<file path="config.mk">
export PLATFORM = sky130hd
export DESIGN_NAME = hazard_controller
export DESIGN_NICKNAME = d
export VERILOG_FILES = /design/src/rtl/hazard_controller.sv
export SDC_FILE = /design/constraint.sdc
export NUM_CORES = 1
export LEC_CHECK = 0
export CELL_PAD_IN_SITES_DETAIL_PLACEMENT = 0
export CELL_PAD_IN_SITES_GLOBAL_PLACEMENT = 1
export CORE_ASPECT_RATIO = 1.25
export CORE_MARGIN = 2
export CORE_UTILIZATION = 35
export CTS_CLUSTER_DIAMETER = 50
export CTS_CLUSTER_SIZE = 28
export DETAILED_ROUTE_END_ITERATION = 12
export GPL_ROUTABILITY_DRIVEN = 1
export HOLD_SLACK_MARGIN = 0.1
export PLACE_DENSITY_LB_ADDON = 0.1
export REMOVE_ABC_BUFFERS = 1
export SETUP_SLACK_MARGIN = 0.4
export SLEW_MARGIN = 0
export SYNTH_ARGS = -nofsm -noshare
export SYNTH_HDL_FRONTEND = slang
export SYNTH_SLANG_ARGS = --single-unit
</file>
<file path="constraint.sdc">
create_clock -name clk -period 1.8 [get_ports clk]
set_clock_uncertainty 0.1 [all_clocks]
set_input_delay 0.36 -clock clk [delete_from_list [all_inputs] [get_ports clk]]
set_output_delay 0.36 -clock clk [all_outputs]
set_load 0.03 [all_outputs]
</file>
<file path="src/rtl/hazard_controller.sv">
// hazard_controller: stall/flush/forwarding sequencer for the 5-stage RV32 core.
// A shadow scoreboard of the E, M and W stage destinations drives the E-stage
// forwarding selects. A small FSM (RUN, LDSTALL, HALTING, HALTED, STEP)
// produces the load-use stalls, the taken-branch flushes and the debug
// halt/single-step sequence.
// Optional build macro: HAZARD_PERF_CNT_EN adds the perf_stall/perf_flush counters.
module hazard_controller #(
    parameter int LOAD_LAT  = 1,
    parameter int DRAIN_CYC = 3
) (
    input  logic        clk,
    input  logic        rst,
    input  logic [4:0]  rs1_d,
    input  logic [4:0]  rs2_d,
    input  logic [4:0]  rd_d,
    input  logic        regwrite_d,
    input  logic        load_d,
    input  logic        pcsrc_e,
    input  logic        dbg_halt,
    input  logic        dbg_step,
    output logic        stall_f,
    output logic        stall_d,
    output logic        flush_d,
    output logic        flush_e,
    output logic [1:0]  fwd_a_e,
    output logic [1:0]  fwd_b_e,
    output logic        halted
`ifdef HAZARD_PERF_CNT_EN
    ,
    output logic [31:0] perf_stall,
    output logic [31:0] perf_flush
`endif
);

    localparam int CNT_W = 8;

    typedef enum logic [2:0] {
        ST_RUN     = 3'd0,
        ST_LDSTALL = 3'd1,
        ST_HALTING = 3'd2,
        ST_HALTED  = 3'd3,
        ST_STEP    = 3'd4
    } state_t;

    // Full decode-stage tag captured into E.
    typedef struct packed {
        logic [4:0] rs1;
        logic [4:0] rs2;
        logic [4:0] rd;
        logic       regwrite;
        logic       load;
    } tag_t;

    tag_t             e_tag_r;
    // M and W only need the destination and write enable for forwarding.
    logic [4:0]       m_rd_r;
    logic             m_rw_r;
    logic [4:0]       w_rd_r;
    logic             w_rw_r;

    state_t           state_r;
    state_t           state_nxt_s;
    logic [CNT_W-1:0] cnt_r;
    logic [CNT_W-1:0] cnt_nxt_s;

    logic             ld_use_s;
    logic             stall_f_s;
    logic             stall_d_s;
    logic             flush_d_s;
    logic             flush_e_s;

    // Forward select for one source: M beats W, x0 never forwards.
    function automatic logic [1:0] fwd_sel(
        input logic [4:0] src,
        input logic [4:0] m_rd,
        input logic       m_rw,
        input logic [4:0] w_rd,
        input logic       w_rw
    );
        logic [1:0] sel;
        if (m_rw && (m_rd != 5'd0) && (m_rd == src)) begin
            sel = 2'b10;
        end else if (w_rw && (w_rd != 5'd0) && (w_rd == src)) begin
            sel = 2'b01;
        end else begin
            sel = 2'b00;
        end
        return sel;
    endfunction

    // Shadow scoreboard: E/M/W always advance, E takes a bubble on flush_e.
    always_ff @(posedge clk or negedge rst) begin
        if (!rst) begin
            e_tag_r <= '0;
            m_rd_r  <= 5'd0;
            m_rw_r  <= 1'b0;
            w_rd_r  <= 5'd0;
            w_rw_r  <= 1'b0;
        end else begin
            if (flush_e_s) begin
                e_tag_r <= '0;
            end else begin
                e_tag_r <= '{rs1: rs1_d, rs2: rs2_d, rd: rd_d,
                             regwrite: regwrite_d, load: load_d};
            end
            m_rd_r <= e_tag_r.rd;
            m_rw_r <= e_tag_r.regwrite;
            w_rd_r <= m_rd_r;
            w_rw_r <= m_rw_r;
        end
    end

    assign ld_use_s = e_tag_r.load && (e_tag_r.rd != 5'd0) &&
                      ((e_tag_r.rd == rs1_d) || (e_tag_r.rd == rs2_d));

    // Next state and stall/flush controls; priority is branch, load-use, debug.
    always_comb begin
        state_nxt_s = state_r;
        cnt_nxt_s   = cnt_r;
        stall_f_s   = 1'b0;
        stall_d_s   = 1'b0;
        flush_d_s   = 1'b0;
        flush_e_s   = 1'b0;
        case (state_r)
            ST_RUN: begin
                if (pcsrc_e) begin
                    flush_d_s = 1'b1;
                    flush_e_s = 1'b1;
                end else if (ld_use_s) begin
                    stall_f_s = 1'b1;
                    stall_d_s = 1'b1;
                    flush_e_s = 1'b1;
                    cnt_nxt_s = CNT_W'(LOAD_LAT - 1);
                    if (LOAD_LAT > 1) begin
                        state_nxt_s = ST_LDSTALL;
                    end else begin
                        state_nxt_s = ST_RUN;
                    end
                end else if (dbg_halt) begin
                    state_nxt_s = ST_HALTING;
                    cnt_nxt_s   = '0;
                end else begin
                    state_nxt_s = ST_RUN;
                end
            end
            ST_LDSTALL: begin
                if (pcsrc_e) begin
                    flush_d_s   = 1'b1;
                    flush_e_s   = 1'b1;
                    state_nxt_s = ST_RUN;
                    cnt_nxt_s   = '0;
                end else begin
                    stall_f_s = 1'b1;
                    stall_d_s = 1'b1;
                    flush_e_s = 1'b1;
                    if (cnt_r <= CNT_W'(1)) begin
                        state_nxt_s = ST_RUN;
                        cnt_nxt_s   = '0;
                    end else begin
                        cnt_nxt_s = cnt_r - CNT_W'(1);
                    end
                end
            end
            ST_HALTING: begin
                stall_f_s = 1'b1;
                flush_e_s = 1'b1;
                // A taken branch clears IF/ID instead of holding it, so the
                // decode register is never stalled and flushed together.
                if (pcsrc_e) begin
                    flush_d_s = 1'b1;
                end else begin
                    stall_d_s = 1'b1;
                end
                if (!dbg_halt) begin
                    state_nxt_s = ST_RUN;
                    cnt_nxt_s   = '0;
                end else if (cnt_r >= CNT_W'(DRAIN_CYC - 1)) begin
                    state_nxt_s = ST_HALTED;
                    cnt_nxt_s   = '0;
                end else begin
                    cnt_nxt_s = cnt_r + CNT_W'(1);
                end
            end
            ST_HALTED: begin
                stall_f_s = 1'b1;
                stall_d_s = 1'b1;
                flush_e_s = 1'b1;
                if (!dbg_halt) begin
                    state_nxt_s = ST_RUN;
                end else if (dbg_step) begin
                    state_nxt_s = ST_STEP;
                end else begin
                    state_nxt_s = ST_HALTED;
                end
            end
            ST_STEP: begin
                state_nxt_s = ST_HALTING;
                cnt_nxt_s   = '0;
            end
            default: begin
                state_nxt_s = ST_RUN;
                cnt_nxt_s   = '0;
            end
        endcase
    end

    // FSM state and shared stall/drain counter.
    always_ff @(posedge clk or negedge rst) begin
        if (!rst) begin
            state_r <= ST_RUN;
            cnt_r   <= '0;
        end else begin
            state_r <= state_nxt_s;
            cnt_r   <= cnt_nxt_s;
        end
    end

    // Controls are forced low while reset is asserted, independent of inputs.
    assign stall_f = rst & stall_f_s;
    assign stall_d = rst & stall_d_s;
    assign flush_d = rst & flush_d_s;
    assign flush_e = rst & flush_e_s;
    assign halted  = rst & (state_r == ST_HALTED);

    assign fwd_a_e = fwd_sel(e_tag_r.rs1, m_rd_r, m_rw_r, w_rd_r, w_rw_r);
    assign fwd_b_e = fwd_sel(e_tag_r.rs2, m_rd_r, m_rw_r, w_rd_r, w_rw_r);

`ifdef HAZARD_PERF_CNT_EN
    logic [31:0] perf_stall_r;
    logic [31:0] perf_flush_r;

    // Stall cycles outside HALTED and decode-flush cycles, wrapping at 2^32.
    always_ff @(posedge clk or negedge rst) begin
        if (!rst) begin
            perf_stall_r <= 32'd0;
            perf_flush_r <= 32'd0;
        end else begin
            if (stall_f_s && (state_r != ST_HALTED)) begin
                perf_stall_r <= perf_stall_r + 32'd1;
            end else begin
                perf_stall_r <= perf_stall_r;
            end
            if (flush_d_s) begin
                perf_flush_r <= perf_flush_r + 32'd1;
            end else begin
                perf_flush_r <= perf_flush_r;
            end
        end
    end

    assign perf_stall = perf_stall_r;
    assign perf_flush = perf_flush_r;
`endif

endmodule

</file>
=== After elaboration in Yosys (flattened, before gate mapping) ===
Cells that the tools add are included.

* Eq/ne operators: 14
* Bitwise logic cells: 6
* Reduce and logical (&&, ||, !) cells: 19
* Multiplexer cells: 32
* Add/sub/neg operators: 2
* $lt $le $gt $ge: 2

{| class="wikitable"
|+ Operators with widths
! cell !! count
|-
| $mux 8 || 7
|-
| $pmux 8 s4 || 1
|-
| $eq 5x5->1 || 6
|-
| $mux 3 || 7
|-
| $mux 17 || 1
|-
| $pmux 3 s5 || 1
|-
| $reduce_bool 5->1 || 3
|-
| $ne 3x3->1 const B || 3
|-
| $add 8x1->8 const B || 1
|-
| $ge 8x2->1 const B || 1
|-
| $le 8x1->1 const B || 1
|-
| $logic_and 1x1->1 || 8
|-
| $mux 1 || 8
|-
| $mux 2 || 4
|-
| $sub 8x1->8 const B || 1
|-
| $eq 3x2->1 const B || 2
|-
| $pmux 1 s3 || 2
|-
| $reduce_and 3->1 || 2
|-
| $reduce_or 3->1 || 2
|-
| $and 1x1->1 || 5
|-
| $reduce_or 2->1 || 2
|-
| $eq 3x1->1 const B || 1
|-
| $eq 3x3->1 const B || 1
|-
| $logic_not 3->1 || 1
|-
| other kinds (4) || 4
|}

* Flip-flop bits (word level): 40
* Logic and storage cells: 86
* Output and inout bits: 9
* Input port bits: 22

=== Depth between registers and ports, before layout ===
Gate-level depths: netlist (run 1).

* Depth after elaboration: 7
* Mapped depth: 7

=== Worst setup path before layout (run 1) ===
OpenSTA, ideal clock, no wires.

* Path type: register -> output
* Start point: register m_rd_r[1]
* End point: output fwd_a_e[0]
* Stages on the path, launching flop included: 5
* Slack: -0.940 ns
* Data arrival time: 2.280 ns
* Path through: dfrtp_1 or4_1 o21ai_1 nor4_1 nor4_1

* Longest elaborated chain between the ends: 4
* Elaborated cells on any way between the ends: 5
* Classes of those cells: eq/ne: 1; mux: 1; reduce/logical: 3

{| class="wikitable"
|+ RTL lines
! item !! RTL line !! text
|-
| start: declaration || 56 || <nowiki>logic [4:0] m_rd_r;</nowiki>
|-
| start signal: assignment || 106 || <nowiki>m_rd_r <= e_tag_r.rd;</nowiki>
|-
| $reduce_bool 5->1 || 81 || <nowiki>if (m_rw && (m_rd != 5'd0) && (m_rd == src)) begin</nowiki>
|-
| $logic_and 1x1->1 || 81 ||
|-
| $logic_and 1x1->1 * || 81 ||
|-
| $mux 2 * || 81 ||
|-
| end: declaration || 25 || <nowiki>output logic [1:0] fwd_a_e,</nowiki>
|}

Mark *: on every way between the ends. The rest lies on a longest branch, timed or not.

=== Worst setup path in the final report (run 1) ===
* Start point: register e_tag_r[6] in the netlist's numbering
* End point: output stall_d

* Longest elaborated chain between the ends: 7
* Elaborated cells on any way between the ends: 10
* Classes of those cells: eq/ne: 2; mux: 3; bitwise: 1; reduce/logical: 4

{| class="wikitable"
|+ RTL lines
! item !! RTL line !! text
|-
| start: declaration || 54 || <nowiki>tag_t e_tag_r;</nowiki>
|-
| start signal: assignment || 103 || <nowiki>e_tag_r <= '{rs1: rs1_d, rs2: rs2_d, rd: rd_d,</nowiki>
|-
| $eq 5x5->1 / $reduce_bool 5->1 (equally long branches) || 114, 113 ||
|-
| $logic_or 1x1->1 / $logic_and 1x1->1 (equally long branches) || 114, 113 ||
|-
| $logic_and 1x1->1 * || 113 || <nowiki>assign ld_use_s = e_tag_r.load && (e_tag_r.rd != 5'd0) &&</nowiki>
|-
| $mux 1 * || 129 || <nowiki>end else if (ld_use_s) begin</nowiki>
|-
| $mux 1 * || 126 || <nowiki>if (pcsrc_e) begin</nowiki>
|-
| $pmux 1 s3 * || 124 || <nowiki>case (state_r)</nowiki>
|-
| $and 1x1->1 * || 220 || <nowiki>assign stall_d = rst & stall_d_s;</nowiki>
|-
| end: declaration || 22 || <nowiki>output logic stall_d,</nowiki>
|}

Marked as above.

==> results of run 1 <==
## stage by stage
step	util (%)	worst slack (ns)	setup TNS, ns	instances
finish	54.39	-0.5548	-3.941	345
global route	54.39	-0.6351	-5.503	345
CTS	52.45	-0.6246	-3.924	341
detailed placement	46.73	-0.7480	-12.69	326
global placement	46.73	-0.6489	-11.39	326
floorplan	-	-0.9395	-3.828	194
## registers in the layout (all words and copies together) (netlist names)
signal,count
w_rd_r,5
w_rw_r,1
m_rd_r,5
m_rw_r,1
state_r,3
cnt_r,8
e_tag_r,17
## worst paths after layout
| check | depth (start not counted) | slack, ns | to | startpoint |
|---|---|---|---|---|
| max | 6 | -0.55 | stall_d | e_tag_r[6] |
| min | 0 | 0.26 | m_rw_r | e_tag_r[1] |
| max reg2reg | 8 | -0.11 | cnt_r[7] | e_tag_r[5] |
| min reg2reg | 0 | 0.26 | m_rw_r | e_tag_r[1] |
| max in group asynchronous | 3 | 0.64 | state_r[2] | rst |
| min in group asynchronous | 3 | 0.60 | cnt_r[4] | rst |
## routing by layer
metal / global-route usage, % / wire (um) / share of wire [%]
met2: 25.15 / 2452 / 49
met5: 0 / 0 / 0
met3: 3.237 / 160 / 3.2
met4: 8.030 / 126 / 2.5
met1: 22.96 / 2284 / 45
## area by class of cell
class / count / area share, %
Multi-Input combinational cell: 143 / 39.58
Clock buffer: 5 / 2.175
Inverter: 11 / 1.305
Tap cell: 66 / 2.610
Clock inverter: 3 / 1.463
Sequential cell: 40 / 31.67
Timing Repair Buffer: 77 / 21.19
## critical path, stage by stage, from the launching register on
cell      delay, ns
dfrtp_1        0.43
xor2_1         0.19
nor3_2         0.21
a22oi_2        0.09
or2_1          0.25
a221oi_2       0.24
buf_4          0.20
## synthesized netlist by cell type (all sizes together) (2+ instances only)
master	n	share of area, %
a31oi	2	1.3
buf	3	0.71
nand2	9	1.6
nand2b	3	0.89
and3	2	0.59
and2	3	1.0
a21oi	5	1.2
a21boi	17	6.0
ha	4	2.4
o21a	2	0.71
dfrtp	40	47
or2	2	0.59
inv	10	1.8
o211ai	2	0.71
or4	6	2.3
xor2	24	10
o21ai	8	2.1
xnor2	7	2.9
nor4	4	1.2
nor2	13	2.3
nand3	3	0.71
a22oi	2	0.95
nor3	11	2.8
## cell usage in the layout, fill, tap and decap left out, types with 4 or more instances in the layout
master | Yosys | layout
inv_1 | 10 | 10
clkbuf_8 | 0 | 5
buf_4 | 0 | 42
xnor2_1 | 7 | 7
buf_6 | 0 | 11
a21boi_2 | 0 | 14
nor3_1 | 10 | 5
xor2_1 | 24 | 24
nor3_2 | 1 | 6
dfrtp_1 | 40 | 39
dlygate4sd2_1 | 0 | 11
nand2_1 | 9 | 8
ha_1 | 4 | 4
clkdlybuf4s50_1 | 0 | 9
nor2_1 | 13 | 9
## cells by family (layout without fill, tap and decap cells)
family | count (synthesis) | in the layout | synth area share [%]
AO/OA/AOI/OAI | 44 | 44 | 16.88
XOR/XNOR | 31 | 31 | 12.86
adder cells (fa/ha/maj) | 4 | 4 | 2.370
buffers and inverters | 15 | 96 | 2.843
flip-flops | 40 | 40 | 47.39
AND/OR/NAND/NOR | 64 | 64 | 17.66
## what timing repair did
action | in CTS | in global routing
hold buffers | 1 | 0
resized for setup | 74 | 20
gates cloned | 2 | 0
setup endpoints to repair | 36 | 36
endpoints found under the hold margin | 40 | 0
buffers inserted | 4 | 4
pin swaps | 20 | 9
## where the power goes
part | internal (W) | leakage (nW) | switching, W
Clock | 0.000418 | 0.0548 | 0.000335
Combinational | 0.00110 | 0.879 | 0.00117
Sequential | 0.00113 | 0.534 | 0.000218
Total | 0.00265 | 1.47 | 0.00172
==> flow_summary_export.csv, run 1 <==
group,metric,value,unit
global_route,grt_max_degree,41,
timing,finalSetupViolCount,15,
timing,finalHoldWorstSlack,0.2611,ns
timing,tightest_slew,0.5127,ns
global_route,grt_first_pass_wirelength,8804,um
logic_synthesis,yosysWarnings,0,
routing,wl,5023,um
timing,period_share,130.8,%
final_layout,nNetsFinal,304,
logic_synthesis,netlist_instances,198,
routing,via_per_inst,5.052,
logic_synthesis,ys_ff_latch,40,
final_layout,fill_cells,520,
timing,drv_slew,0,
floorplanning,initial_utilization,36.30,%
critical_path,worstPathRequired,1.34,ns
critical_path,critPathMaxFanout,3,
critical_path,critPathArrivalTime,1.89,ns
timing,rsz0062_at_grt,"true",
placement,gp_congestion,0.7952,
final_layout,diodes,0,
power,p_total,0.004367,W
clock_tree,cts.sinks,40,
clock_tree,htree_levels,2,
routing,dr.pass1.iters,4,
global_route,first_global_vias,1875,
timing,layout_min_cycle_time,2.355,ns
timing,final_hold_viol_count,0,
global_route,antenna_found_initial,0,
timing,max_freq,0.4247,GHz
critical_path,cp-end-kind,"output port",
power,power.density,1380,mW/mm2
routing,drc,0,
critical_path,critPathKind,"flip-flop to output port",
logic_synthesis,ys_types,47,
clock_tree,clk_latency,0.29,ns
placement,portBuffers,30,
floorplanning,die_h,90.85,um
clock_tree,cts_tree,"yes",
clock_tree,clock-root-buffer,"clkbuf_8",
worst_hold_path,hp-class,"flip-flop to flip-flop",
logic_synthesis,synth_edf_count,0,
floorplanning,row_count,31,
routing,postRouteAntennaNets,0,
timing,setup_ws,-0.5548,ns
final_layout,multi_input_area,0.001252,mm2
global_route,grt.overflow.total,0,
critical_path,start_kind,"flip-flop",
global_route,grt.total_usage,16.80,%
logic_synthesis,syn-mean-instance-area,10.67,um2
final_layout,seq_area,0.001002,mm2
floorplanning,die_w,73.48,um
routing,drt-initial-drc-count,72,
floorplanning,design.die.area,0.006676,mm2
clock_tree,cts_buffers,5,
run_status,status,"finished with violations",
placement,placed_area,0.002719,mm2
final_layout,final_area,0.003164,mm2
placement,dpl.hpwl,3632,um
power,vdd_drop_max,595.6,uV
logic_synthesis,ys.flop_type,"dfrtp_1",
routing,wire_per_inst,14.56,um
run_status,violations,"negative setup slack",
clock_tree,clk_pin_slew,0.08,ns
routing,vias,1743,
final_layout,syn2layout_area_growth,49.82,%
final_layout,drive_gt1_share,40.50,%
power,p_leak,1.469,nW
timing,relSlewSlack,65.46,%
logic_synthesis,ys_async_sr_fraction,100.0,%
job,drv_cap,0,
floorplanning,coreArea,0.005818,mm2
floorplanning,ioPinCount,31,
logic_synthesis,seq_area_frac_synth,47.39,%
clock_tree,cts_buffer_depth,2,
logic_synthesis,synthesis.area,0.002112,mm2
(Power assumes the default switching activity.)
==> run 2: changes to the inputs <==
--- a/config.mk
+++ b/config.mk
@@ -7,7 +7,7 @@
 export LEC_CHECK = 0
 export CELL_PAD_IN_SITES_DETAIL_PLACEMENT = 0
 export CELL_PAD_IN_SITES_GLOBAL_PLACEMENT = 1
-export CORE_ASPECT_RATIO = 1.25
+export CORE_ASPECT_RATIO = 1.1
 export CORE_MARGIN = 2
 export CORE_UTILIZATION = 35
 export CTS_CLUSTER_DIAMETER = 50
==> run 2 against run 1 <==
The flow still finishes with violations (negative setup slack). Cell area up 4.2%. Combinational power up 7%. Sequential power about the same. Global-route usage up 0.30 points. Worst hold slack worse by 0.0048 ns. Maximum frequency down 1.2%. Worst setup slack worse by 0.028 ns. Via count up 2.2%. Total power up 3.6%. Sequential share of layout area down 1.2 points.
==> flow_summary_export.csv, run 2 (synthesized netlist as in run 1, its figures left out) <==
group,metric,value,unit
run_status,status,"finished with violations",
run_status,violations,"negative setup slack",
power,p_sw,0.001786,W
floorplanning,coreArea,0.005806,mm2
floorplanning,die_h,85.48,um
power,internal_power,0.002736,W
final_layout,nNetsFinal,309,
clock_tree,cts.sinks,40,
critical_path,critPathKind,"flip-flop to output port",
clock_tree,cts_tree,"yes",
final_layout,fin_cells,361,
power,p_leak,1.501,nW
final_layout,multi_input_area,0.001319,mm2
final_layout,largest_register_ff_count,17,
critical_path,critPathMaxFanout,2,
timing,rsz0062_at_grt,"true",
routing,drt-initial-drc-count,52,
clock_tree,clk_pin_slew,0.08,ns
global_route,first_global_vias,1896,
placement,portBuffers,30,
critical_path,worstPathRequired,1.34,ns
clock_tree,cts_buffers,5,
final_layout,fill_cells,539,
routing,dr.pass1.iters,4,
critical_path,cp-end-kind,"output port",
power,power.density,1371,mW/mm2
floorplanning,ioPinCount,31,
routing,drc,0,
power,vdd_drop_max,674.3,uV
final_layout,final_area,0.003298,mm2
global_route,grt_first_pass_wirelength,9025,um
timing,max_freq,0.4197,GHz
power,p_sw_share,39.50,%
routing,via_per_inst,4.934,
clock_tree,clock-root-buffer,"clkbuf_8",
floorplanning,die_w,78.07,um
timing,layout_min_cycle_time,2.383,ns
global_route,grt_max_degree,41,
timing,finalSetupViolCount,15,
routing,wl,5444,um
placement,dpl.hpwl,3690,um
worst_hold_path,hp-class,"flip-flop to flip-flop",
global_route,grt.overflow.total,0,
final_layout,seq_area,0.001003,mm2
critical_path,start_kind,"flip-flop",
clock_tree,htree_levels,2,
final_layout,drive_gt1_share,46.83,%
timing,tightest_slew,0.5131,ns
timing,drv_slew,0,
final_layout,layout_commonest_cell,"buf_4",
routing,wire_per_inst,15.08,um
power,seq_power_share,29.8,%
placement,dp_cells,337,
clock_tree,clk_latency,0.29,ns
floorplanning,row_count,29,
floorplanning,design.die.area,0.006673,mm2
timing,fin_setup_tns,-4.138,ns
final_layout,biggestRegsByFlops,"e_tag_r x17, cnt_r x8",
timing,relSlewSlack,65.79,%
power,clkPwrFrac,16.3,%
final_layout,syn2layout_area_growth,56.16,%
placement,gp_congestion,0.8628,
job,drv_cap,0,
critical_path,critPathArrivalTime,1.92,ns
final_layout,diodes,0,
floorplanning,initial_utilization,36.38,%
final_layout,top_register,"e_tag_r",
global_route,antenna_found_initial,0,
routing,postRouteAntennaNets,0,
global_route,grt.total_usage,17.11,%
final_layout,final_cell_mix,"buf_4 (41), dfrtp_1 (38), xor2_1 (24), buf_6 (18), a21boi_2 (17)",
timing,period_share,132.4,%
placement,place_ws,-0.6915,ns
clock_tree,cts_buffer_depth,2,
timing,setup_ws,-0.5825,ns
routing,vias,1781,
timing,final_hold_viol_count,0,
power,comb_power_share,53.9,%
placement,placed_area,0.002733,mm2
-- run 2: repair_timing --
item,CTS,global route
pin swaps,27,35
gates resized for setup,88,27
cloned,2,0
setup endpoints to repair,36,36
hold endpoints to repair,40,0
setup buffers,8,5
hold buffers,1,0
-- run 2: area by class of cell --
cell class              count  share of cell area, %
clock buffers               5                  2.086
clock inverters             3                  1.290
inverters                  11                  1.252
multi-input cells         143                  39.98
flip-flops and latches     40                  30.42
well taps                  77                  2.921
repair buffers             82                  22.04
-- run 2: layer usage --
| layer | GRT usage (%) | wire length, um | part of all wire (%) |
|---|---|---|---|
| met5 | 0 | 0 | 0 |
| met4 | 5.263 | 82 | 1.5 |
| met3 | 2.979 | 139 | 2.6 |
| met2 | 28.76 | 2796 | 51 |
| met1 | 22.59 | 2427 | 45 |
-- run 2: metrics by stage --
| step | hold slack [ns] | power (W) | utilization [%] |
|---|---|---|---|
| 2_1_floorplan | -0.03559 | 0.002402 | - |
| 3_3_place_gp | 0.2368 | 0.003085 | 47.07 |
| 3_5_place_dp | 0.2355 | 0.003133 | 47.07 |
| 4_1_cts | 0.2553 | 0.004308 | 54.33 |
| 5_1_grt | 0.2671 | 0.004824 | 56.81 |
| 6_report | 0.2564 | 0.004523 | 56.81 |
-- run 2: power groups by stage --
stage          Clock (W)  Sequential [W]  Combinational [W]
6_report        0.000738         0.00135            0.00244
5_1_grt         0.000802         0.00138            0.00264
4_1_cts         0.000753         0.00134            0.00222
3_5_place_dp           0         0.00135            0.00178
2_1_floorplan          0         0.00136            0.00105
3_3_place_gp           0         0.00134            0.00175
-- run 2: path summary, 6_finish.rpt --
check | start | cells past startpoint | slack, ns | to
max | m_rd_r[1] | 6 | -0.58 | fwd_b_e[0]
min | e_tag_r[1] | 0 | 0.26 | m_rw_r
max reg2reg | e_tag_r[5] | 8 | -0.19 | state_r[1]
min reg2reg | e_tag_r[1] | 0 | 0.26 | m_rw_r
max in group asynchronous | rst | 3 | 0.60 | state_r[2]
min in group asynchronous | rst | 3 | 0.62 | cnt_r[3]
-- run 2: critical path, cell delays in order, from the launching register on --
cell     delay (ns)
dfrtp_1        0.38
or4_4          0.55
o21ai_4        0.19
buf_4          0.15
nor4_4         0.04
nor4_2         0.14
buf_4          0.20
